[src/rtl/interrupt_ctrl_n.sv]
// Two-level prioritised interrupt controller: edge/level capture, masking,
// fixed-priority arbitration and an IDLE/REQ handshake towards the CPU.
module interrupt_ctrl_n #(
    parameter int unsigned NUM_SRC    = 5,
    parameter logic [15:0] VEC_BASE   = 16'h0003,
    parameter int unsigned VEC_STRIDE = 8,
    localparam int unsigned IDW       = (NUM_SRC > 1) ? $clog2(NUM_SRC) : 1
) (
    input  logic               clock,
    input  logic               reset,
    input  logic [NUM_SRC-1:0] int_src,
    input  logic [NUM_SRC-1:0] it_edge,
    input  logic               ie_en,
    input  logic [NUM_SRC-1:0] ie_mask,
    input  logic [NUM_SRC-1:0] ip_hi,
    input  logic               instr_boundary,
    input  logic               int_ack,
    input  logic               reti,
    output logic               int_req,
    output logic [IDW-1:0]     int_id,
    output logic [15:0]        int_vector,
    output logic [1:0]         in_service,
    output logic [NUM_SRC-1:0] pending
);

    localparam logic [0:0] ST_IDLE = 1'b0;
    localparam logic [0:0] ST_REQ  = 1'b1;

    logic [0:0]         state_q, state_nx;
    logic [NUM_SRC-1:0] src_d_q;
    logic               lvl_q, lvl_nx;
    logic               req_nx;
    logic [IDW-1:0]     id_nx;
    logic [15:0]        vec_nx;
    logic [1:0]         isv_nx;
    logic [NUM_SRC-1:0] pend_nx;

    logic [NUM_SRC-1:0] elig, elig_hi, id_onehot, ack_clr, edge_set;
    logic [IDW-1:0]     win_id;
    logic               win_hi, win_vld, win_ok, ack_go, mask_ok;

    // Arbitration: any eligible high source first, lowest index within a level
    always_comb begin
        elig    = ie_en ? (pending & ie_mask) : '0;
        elig_hi = elig & ip_hi;
        win_hi  = |elig_hi;
        win_vld = |elig;
        win_id  = '0;
        for (int i = int'(NUM_SRC) - 1; i >= 0; i--) begin
            if (win_hi ? elig_hi[i] : elig[i]) begin
                win_id = IDW'(i);
            end
        end
        win_ok = win_vld && (win_hi ? !in_service[1] : (in_service == 2'b00));
    end

    always_comb begin
        id_onehot = '0;
        for (int i = 0; i < int'(NUM_SRC); i++) begin
            id_onehot[i] = (int_id == IDW'(i));
        end
        mask_ok = |(id_onehot & ie_mask);
        ack_go  = (state_q == ST_REQ) && int_ack;
    end

    // Pending capture; an edge arriving with the granting ack keeps the flag set
    always_comb begin
        ack_clr  = ack_go ? id_onehot : '0;
        edge_set = int_src & ~src_d_q;
        pend_nx  = (it_edge & (edge_set | (pending & ~ack_clr))) | (~it_edge & int_src);
    end

    // reti retires the innermost level before the ack adds the new one
    always_comb begin
        isv_nx = in_service;
        if (reti) begin
            if (in_service[1]) begin
                isv_nx[1] = 1'b0;
            end else begin
                isv_nx[0] = 1'b0;
            end
        end
        if (ack_go) begin
            if (lvl_q) begin
                isv_nx[1] = 1'b1;
            end else begin
                isv_nx[0] = 1'b1;
            end
        end
    end

    always_comb begin
        state_nx = state_q;
        req_nx   = int_req;
        id_nx    = int_id;
        vec_nx   = int_vector;
        lvl_nx   = lvl_q;
        case (state_q)
            ST_IDLE: begin
                if (instr_boundary && win_ok) begin
                    state_nx = ST_REQ;
                    req_nx   = 1'b1;
                    id_nx    = win_id;
                    vec_nx   = 16'(32'(VEC_BASE) + 32'(win_id) * VEC_STRIDE);
                    lvl_nx   = win_hi;
                end
            end
            ST_REQ: begin
                if (int_ack || !ie_en || !mask_ok) begin
                    state_nx = ST_IDLE;
                    req_nx   = 1'b0;
                end
            end
            default: begin
                state_nx = ST_IDLE;
                req_nx   = 1'b0;
            end
        endcase
    end

    always_ff @(posedge clock or posedge reset) begin
        if (reset) begin
            state_q    <= ST_IDLE;
            src_d_q    <= '0;
            lvl_q      <= 1'b0;
            int_req    <= 1'b0;
            int_id     <= '0;
            int_vector <= '0;
            in_service <= 2'b00;
            pending    <= '0;
        end else begin
            state_q    <= state_nx;
            src_d_q    <= int_src;
            lvl_q      <= lvl_nx;
            int_req    <= req_nx;
            int_id     <= id_nx;
            int_vector <= vec_nx;
            in_service <= isv_nx;
            pending    <= pend_nx;
        end
    end

endmodule

[config.mk]
export PLATFORM = sky130hd
export DESIGN_NAME = interrupt_ctrl_n
export DESIGN_NICKNAME = d
export VERILOG_FILES = /design/src/rtl/interrupt_ctrl_n.sv
export SDC_FILE = /design/constraint.sdc
export NUM_CORES = 1
export LEC_CHECK = 0
export BUFFER_PORTS_ARGS = -buffer_cell sky130_fd_sc_hd__buf_2
export CAP_MARGIN = 10
export CORE_AREA = 2 2 53 55
export CTS_CLUSTER_SIZE = 20
export DETAILED_ROUTE_END_ITERATION = 7
export DIE_AREA = 0 0 55 57
export PLACE_DENSITY_LB_ADDON = 0.25
export SLEW_MARGIN = 40
export SYNTH_ARGS = -nofsm -noshare
export SYNTH_HDL_FRONTEND = slang
export SYNTH_SLANG_ARGS = --single-unit
export TNS_END_PERCENT = 30
[constraint.sdc]
create_clock -name clock -period 1.9 [get_ports clock]
set_input_delay 0.095 -clock clock [delete_from_list [all_inputs] [get_ports clock]]
set_output_delay 0.095 -clock clock [all_outputs]
set_load 0.1 [all_outputs]
### Word-level counts from Yosys, hierarchy flattened

Index checks and enable logic that the tools add are counted.

| word-level totals | value |
|---|---|
| flip-flop bits (word level) | 34 |
| output and inout port bits | 27 |

| operators by class | value |
|---|---|
| $add $sub $neg | 1 |
| mux-type cells | 24 |
| reductions and logical operators | 15 |
| bitwise operators | 13 |
| equal/unequal tests | 6 |

Operator list:

| cell | count |
|---|---|
| 5-bit AND | 7 |
| 3-bit two-way mux | 5 |
| 5-bit NOT | 3 |
| 5-bit OR reduction | 3 |
| 1-bit two-way mux | 13 |
| 5-bit two-way mux | 2 |
| 5-bit OR | 2 |
| 2-bit by 6-bit adder with 7-bit output (first input constant) | 1 |
| 3-bit by 2-bit equality test with 1-bit output (second input constant) | 2 |
| 2-bit two-way mux | 2 |
| 1-bit one-hot mux with 2 select lines | 2 |
| 2-bit AND reduction | 2 |
| 3-bit by 1-bit equality test with 1-bit output (second input constant) | 1 |
| 3-bit equality test (second input constant) | 1 |
| 1-bit logical AND | 3 |
| 1-bit zero test | 3 |
| 3-bit zero test | 1 |
| 2-bit zero test | 1 |
| 1-bit logical OR | 2 |
| 2-bit by 1-bit != test with 1-bit output (second input constant) | 1 |
| 2-bit != test (second input constant) | 1 |
| 1-bit NOT | 1 |

### Logic depth before layout (Yosys ltp)

Gate-level depths: netlist (run 1).

| logic depth | value |
|---|---|
| word-level depth | 11 |
| gate-level depth with buffers | 6 |
| gate-level depth less buffers | 5 |

### Worst setup path after synthesis (run 1)

No wires, ideal clock.

| path | value |
|---|---|
| kind | register to register |
| start point | register pending[0] |
| end point | register int_id[2] |
| arrival time | 2.126 ns |
| stages on the path, launching flop included | 5 |
| data required time | 1.756 ns |
| setup slack | -0.370 ns |
| cells stage by stage | dfrtp_1 -> a222oi_1 -> a311o_2 -> a21oi_1 -> o32ai_2 |

| between the ends | value |
|---|---|
| word-level cells in the longest chain between the ends | 10 |

RTL lines:

| what | RTL line | text |
|---|---|---|
| start: declaration | 23 | `output logic [NUM_SRC-1:0] pending` |
| start signal: assignment | 139 | `pending <= pend_nx;` |
| 5-bit AND * | 44 | `elig = ie_en ? (pending & ie_mask) : '0;` |
| 5-bit two-way mux * | 44 |  |
| 5-bit AND | 45 | `elig_hi = elig & ip_hi;` |
| 5-bit OR reduction | 46 | `win_hi = \|elig_hi;` |
| 1-bit two-way mux | 50 | `if (win_hi ? elig_hi[i] : elig[i]) begin` |
| 3-bit two-way mux (5 in series) | 50 |  |
| end signal: assignment | 136 | `int_id <= id_nx;` |
| end: declaration | 20 | `output logic [IDW-1:0] int_id,` |

Mark *: on every way between the ends. The rest lies on a longest branch, timed or not.
A chain may end at the register's enable or synchronous reset.

### Worst setup path after layout (run 1)

| path | value |
|---|---|
| start point | register state_q |
| end point | register int_id[2] |

| between the ends | value |
|---|---|
| word-level cells in the longest chain between the ends | 2 |

RTL lines:

| what | RTL line | text |
|---|---|---|
| start: declaration | 29 | `logic [0:0] state_q, state_nx;` |
| start signal: assignment | 132 | `state_q <= state_nx;` |
| 1-bit NOT (no source line) | - |  |
| 2-bit AND reduction (no source line) | - |  |

No other way between the ends.

==> run metrics, run 1 <==
outcome=finished, final reports clean; top post-synthesis cells by area=dfrtp_1 44%, buf_4 10%, a32o_1 5.5%, nand4_1 4.0%, nand2_1 3.8%; worst r2r src=state_q; min Tclk post-route=between 1.5 and 2 ns; CP Class=reg -> reg; dominant cell type by area after synthesis=dfrtp_1; Initial Util=a little over two fifths; Synthesis Warnings=0; Slew Limit Fails=0; fillcell total=about 270; final antenna-violating net count=0; ant diodes=0; core area=approximately 2600 µm²; Slowest-stage cell, CP=dfrtp_1; number of port buffers=41; GRT overflow=0; DIE AREA=approximately 3100 µm²; crit start category=flop; clock buffer depth=2; hold depth=2; Syn Inst Count=between 100 and 150; Hold Fails Final Rpt=0; Non-Filler Instances=between 150 and 200; Die X=55 µm; adder and majority gate portion of the synthesized area=0%; 1st-pass router iterations=5; CP endpoint kind=flop; Core Util, Final=a little over half; Max-slew headroom=52.7%; share of cells above drive strength 1=between 30% and 40%; Synth Area per Inst=~9.6 µm²; RSZ-0062 raised after global routing=false; pwr/cell area=approximately 1100 nW/µm²; DR vias/cell=about 5.7; post-synthesis mux area share=less than 1%; Detailed Place HPWL=2160 µm; WL per Instance=~15 µm; largest family of logic cells by synthesized area=compound AO/OA/AOI/OAI gates; Fmax achieved=0.551 GHz; CTS sink count=19; Tightest Pin Transition=between 0.7 and 0.8 ns; Compound-Gate Fraction of Synth Area=22.7%; number of flops mapped to enable cells by yosys=0; clock-pin transition on the worst setup and hold timing paths=between 0.1 and 0.15 ns; Tot GR Track Use=19.7%; Nets=between 150 and 200; CP max FO=5; crit-path max cell delay=~0.43 ns; CTS H-tree depth=1; pre-CTS setup slack=approximately 0.050 ns; depth of the most critical reg-to-reg path=5; initial antenna violation count=0; type of the most critical hold path=in -> reg; Worst-Skew Late Latency=0.31 ns; Crit Reg-Reg Endpoint=int_id[2]; final setup margin=0.0853 ns; Rows=19; root buffer cell=clkbuf_4; Vias=~1100; initial drt markers=46; CTS tree=built; leakage power=0.625 nW; CTS Buf Count=3; Mapped Area=~1100 µm²; vias in the first global route=between 900 and 1000; Synth top area share=about 44%; Netlist cell types=35; worst vdd ir=0.594 mV; Synth Area in XOR/XNOR=0%; final WL=approximately 2900 µm; largest net degree at the start of global routing=20; asr flop ratio synth=100%; Final Cycle Share=between 90% and 100%; worst-path cell chain=or3b_4 > a311oi_2 > o311ai_2 > or2_1 > o32ai_2; number of instances in the placed design=around 180; sequential area share after synthesis=between 40 and 50%; Hold Path End=pending[0]; RePlAce Congestion=between 0.8 and 0.9; Yosys reg bits=19; Synth Area in Simple Gates=between 10% and 20%; max cap viols=0; Final TNS setup=0 ns; Critical Path RT=around 2.1 ns; reg2reg setup slack=~0.085 ns; top_reg_cell synth=dfrtp_1; drc violations=0; Worst Skew=between 0.007 and 0.008 ns; first-pass GRT wire length=about 4500 µm; synthesis-to-finish area growth=25.1%; final setup vio count=0; CP Data Arrival Time=roughly 2 ns; min-delay src=it_edge[0]; Ports=53; Die Span Y=roughly 57 µm
## synthesized netlist by cell type (2+ instances only)
master / count
or4_1: 5
nand3_1: 4
nand2_1: 11
nor2_1: 4
buf_4: 15
inv_1: 6
o2bb2ai_1: 2
a21oi_1: 4
o22ai_1: 2
o21ai_0: 6
dfrtp_1: 19
nand4_1: 7
a32o_1: 6
## what timing repair did
action	4_1_cts	5_1_grt
endpoints found under the setup margin	0	1
buffers inserted	0	1
gates resized for setup	0	2
hold buffers	6	0
hold endpoints to repair	24	0
## kinds of logic after synthesis
family,after synthesis
buffers and inverters,23
muxes,1
DFF,19
AOI/OAI and AO/OA,31
and+or+nand+nor,38
other,1
## critical path, delay by kind of cell, from the launching register on
family | cells | cell delay (ns)
and+or+nand+nor | 2 | 0.67
DFF | 1 | 0.43
AOI/OAI and AO/OA | 3 | 0.63
## power breakdown
part | switching, mW | internal, mW
sequential | 0.0706 | 0.463
clock | 0.131 | 0.0821
combinational | 0.659 | 0.147
## worst max path at each step
stage / slack (ns) / end / cells after the start / start
2_1_floorplan: -0.18 / pending[1] / 3 / int_id[0]
3_3_place_gp: 0.13 / int_id[2] / 5 / state_q
3_5_place_dp: 0.05 / int_id[2] / 5 / state_q
4_1_cts: 0.03 / int_id[2] / 5 / state_q
5_1_grt: 0.03 / int_id[2] / 5 / state_q
6_report: 0.09 / int_id[2] / 5 / state_q
## sequential cells by signal (all words and copies together) (netlist names)
register / count
in_service: 2
src_d_q: 5
int_vector: 1
pending: 5
lvl_q: 1
int_req: 1
int_id: 3
state_q: 1
## metal layers
metal	global-route usage, %	up-vias	wire, µm
met4	8.36	0	51
met3	4.19	9	218
li1	-	497	-
met5	0	-	0
met2	31.1	56	1480
met1	25.8	517	1120
## layout make-up
cell class                 count  area [µm²]  share of cell area [%]
sequential                    19         484                    35.5
inverter                       6        22.5                    1.65
timing repair buffer          48         273                    20.0
clock buffer                   4        26.3                    1.93
multi-input combinational     81         519                    38.1
tap                           31        38.8                    2.84
## metrics by stage
step | instance area, µm² | hold slack [ns] | power (mW)
after floorplan | 1140 | 0.0456 | 1.23
after global placement | 1260 | 0.219 | 1.32
after detailed placement | 1260 | 0.220 | 1.33
after CTS | 1350 | 0.0423 | 1.55
after global routing | 1360 | 0.0235 | 1.63
final | 1360 | 0.0436 | 1.55
## cells in the final DEF (no fill, tap or decap), types with 2 or more instances in the layout
master         count
a21oi_1            3
a32o_1             6
buf_2             41
clkbuf_4           3
conb_1            11
dfrtp_1           12
dfrtp_2            7
dlygate4sd3_1      6
inv_1              5
nand2_1           11
nand3_1            4
nand4_1            7
nor2_1             4
o21ai_0            6
o22ai_1            2
o2bb2ai_1          2
or4_1              5
Note: power is estimated with default switching activity, not from simulation.
==> run 2, diff against run 1 <==
- CAP_MARGIN: 10 -> unset
- CORE_AREA: 2 2 53 55 -> 2 2 62 47
- DIE_AREA: 0 0 55 57 -> 0 0 64 49
==> run 2 against run 1 <==
Clock-buffer cell count down 1. First-iteration DRC count rose by 72%. Non-clock buffer count rose by 1. Highest routed layer unchanged. Fmax decreased by 0.56%. Sequential cell count is the same.
==> run metrics, run 2 (synthesis results as in run 1) <==
Final TNS setup=0 ns (unchanged); final antenna-violating net count=0 (unchanged); Core Util, Final=53.4% (+1.2 points); Max-slew headroom=53.3% (+0.57 points); largest net degree at the start of global routing=20 (unchanged); Regs by FF count=pending x5, src_d_q x5, int_id x3; drc violations=0 (unchanged); RePlAce Congestion=0.809 (-4.9%); initial drt markers=79 (+72%); Slew Limit Fails=0 (unchanged); number of instances in the placed design=184 (+3.4%); Die X=64 µm (+16%); commonest non-fill, non-tap cells in the layout=41 x buf_2, 12 x dfrtp_1, 11 x nand2_1, 11 x conb_1; crit-path max cell delay=0.42 ns (about the same); Hold Fails Final Rpt=0 (unchanged); 1st-pass router iterations=7 (+2); CTS sink count=19 (unchanged); Slowest-stage cell, CP=or3b_4; number of port buffers=41 (unchanged); max cap viols=0 (unchanged); Hold Slack=0.0503 ns (+0.00668 ns); hold depth=2 (unchanged); final setup vio count=0 (unchanged); most common cell after layout, fill and taps aside=buf_2; worst-path cell chain=or3b_4 > a311oi_2 > o311ai_2 > or2_0 > o32ai_2; WL per Instance=14.2 µm (-6.4%); CTS tree=built; CP Class=reg -> reg; ant diodes=0 (unchanged); Worst Skew=0.00397 ns (-0.00332 ns); Initial Util=42.2% (+0.52 points); Vias=1035 (-4.1%); CTS Buf Count=3 (unchanged); first-pass GRT wire length=4460 µm (-1.1%); Final Cycle Share=96.0% (+0.54 points); DIE AREA=3140 µm² (about the same); min Tclk post-route=1.82 ns (+0.0102 ns); Crit Reg-Reg Endpoint=int_id[2]; CTS H-tree depth=1 (unchanged); Nets=186 (+0.54%); pwr/cell area=1130 nW/µm² (-1.2%); clock-pin transition on the worst setup and hold timing paths=0.11 ns (about the same); vias in the first global route=965 (-2.9%); outcome=finished, final reports clean; CP max FO=3 (-2); clock buffer depth=2 (unchanged); root buffer cell=clkbuf_4; Fmax achieved=0.548 GHz (-0.56%); type of the most critical hold path=in -> reg; Die Span Y=49 µm (-14%); Critical Path RT=2.13 ns (about the same); min-delay src=it_edge[3]; GRT overflow=0 (unchanged); Ports=53 (unchanged); Worst-Skew Late Latency=0.31 ns (about the same); Tightest Pin Transition=0.699 ns (-0.00500 ns); final WL=2770 µm (-3.4%); crit start category=flop; CP Data Arrival Time=2.05 ns (+0.02 ns); worst r2r src=state_q; Hold Path End=pending[3]; initial antenna violation count=0 (unchanged); Detailed Place HPWL=2130 µm (-1.5%); depth of the most critical reg-to-reg path=5 (unchanged); RSZ-0062 raised after global routing=false; Rows=16 (-3); DR vias/cell=5.31 (-7.0%); core area=2580 µm² (-1.2%); worst vdd ir=0.417 mV (-30%); Non-Filler Instances=195 (+3.2%); CP endpoint kind=flop; leakage power=0.635 nW (+1.7%); share of cells above drive strength 1=39.0% (+1.0 points); synthesis-to-finish area growth=26.5%; reg2reg setup slack=0.08 ns (about the same); Tot GR Track Use=18.3% (-1.4 points)
==> run 2: routing by layer <==
| metal | GRT usage [%] | up-vias | share of wire, % |
|---|---|---|---|
| met5 | 0 | - | 0 |
| met4 | 4.35 | 0 | 0.54 |
| met3 | 5.31 | 2 | 11 |
| met2 | 28.3 | 62 | 44 |
| met1 | 25.3 | 471 | 44 |
| li1 | - | 500 | - |
==> run 2: through the flow <==
step | total power [mW] | setup WS, ns | area [µm²]
detailed placement | 1.33 | 0.0706 | 1280
floorplan | 1.23 | -0.176 | 1140
global placement | 1.32 | 0.135 | 1280
finish | 1.55 | 0.0751 | 1380
global route | 1.62 | 0.000165 | 1380
CTS | 1.55 | 0.0560 | 1360
==> run 2: worst max-delay path by stage <==
stage / from / to / slack (ns) / depth (start not counted)
6_report: state_q / int_id[2] / 0.08 / 5
5_1_grt: in_service[1] / int_id[2] / 0.0002 / 5
4_1_cts: state_q / int_id[2] / 0.06 / 5
3_5_place_dp: state_q / int_id[2] / 0.07 / 5
3_3_place_gp: state_q / int_id[2] / 0.14 / 5
2_1_floorplan: int_id[0] / pending[1] / -0.18 / 3
==> run 2: layout make-up <==
cell class	instances	area (µm²)
Inverter	6	22.5
Fill cell	241	1200
Timing Repair Buffer	49	280
Clock inverter	1	5.00
Clock buffer	3	22.5
Tap cell	36	45.0
Sequential cell	19	484
Multi-Input combinational cell	81	519
==> run 2: repair_timing <==
action | in CTS | in global routing
resized for setup | 0 | 1
endpoints found under the hold margin | 24 | 0
hold buffers | 6 | 0
endpoints found under the setup margin | 0 | 1
setup buffers | 0 | 1
==> run 2: report_power, final <==
part | internal [mW] | switching (mW) | total [mW]
clock network | 0.0787 | 0.129 | 0.208
logic | 0.148 | 0.662 | 0.811
registers | 0.463 | 0.0706 | 0.534
total | 0.690 | 0.862 | 1.55
==> run 2: critical path: cells and delay by family (launching register included) <==
family             cells  cell delay [ns]
DFF                    1             0.41
and+or+nand+nor        2             0.66
AOI/OAI and AO/OA      3             0.68
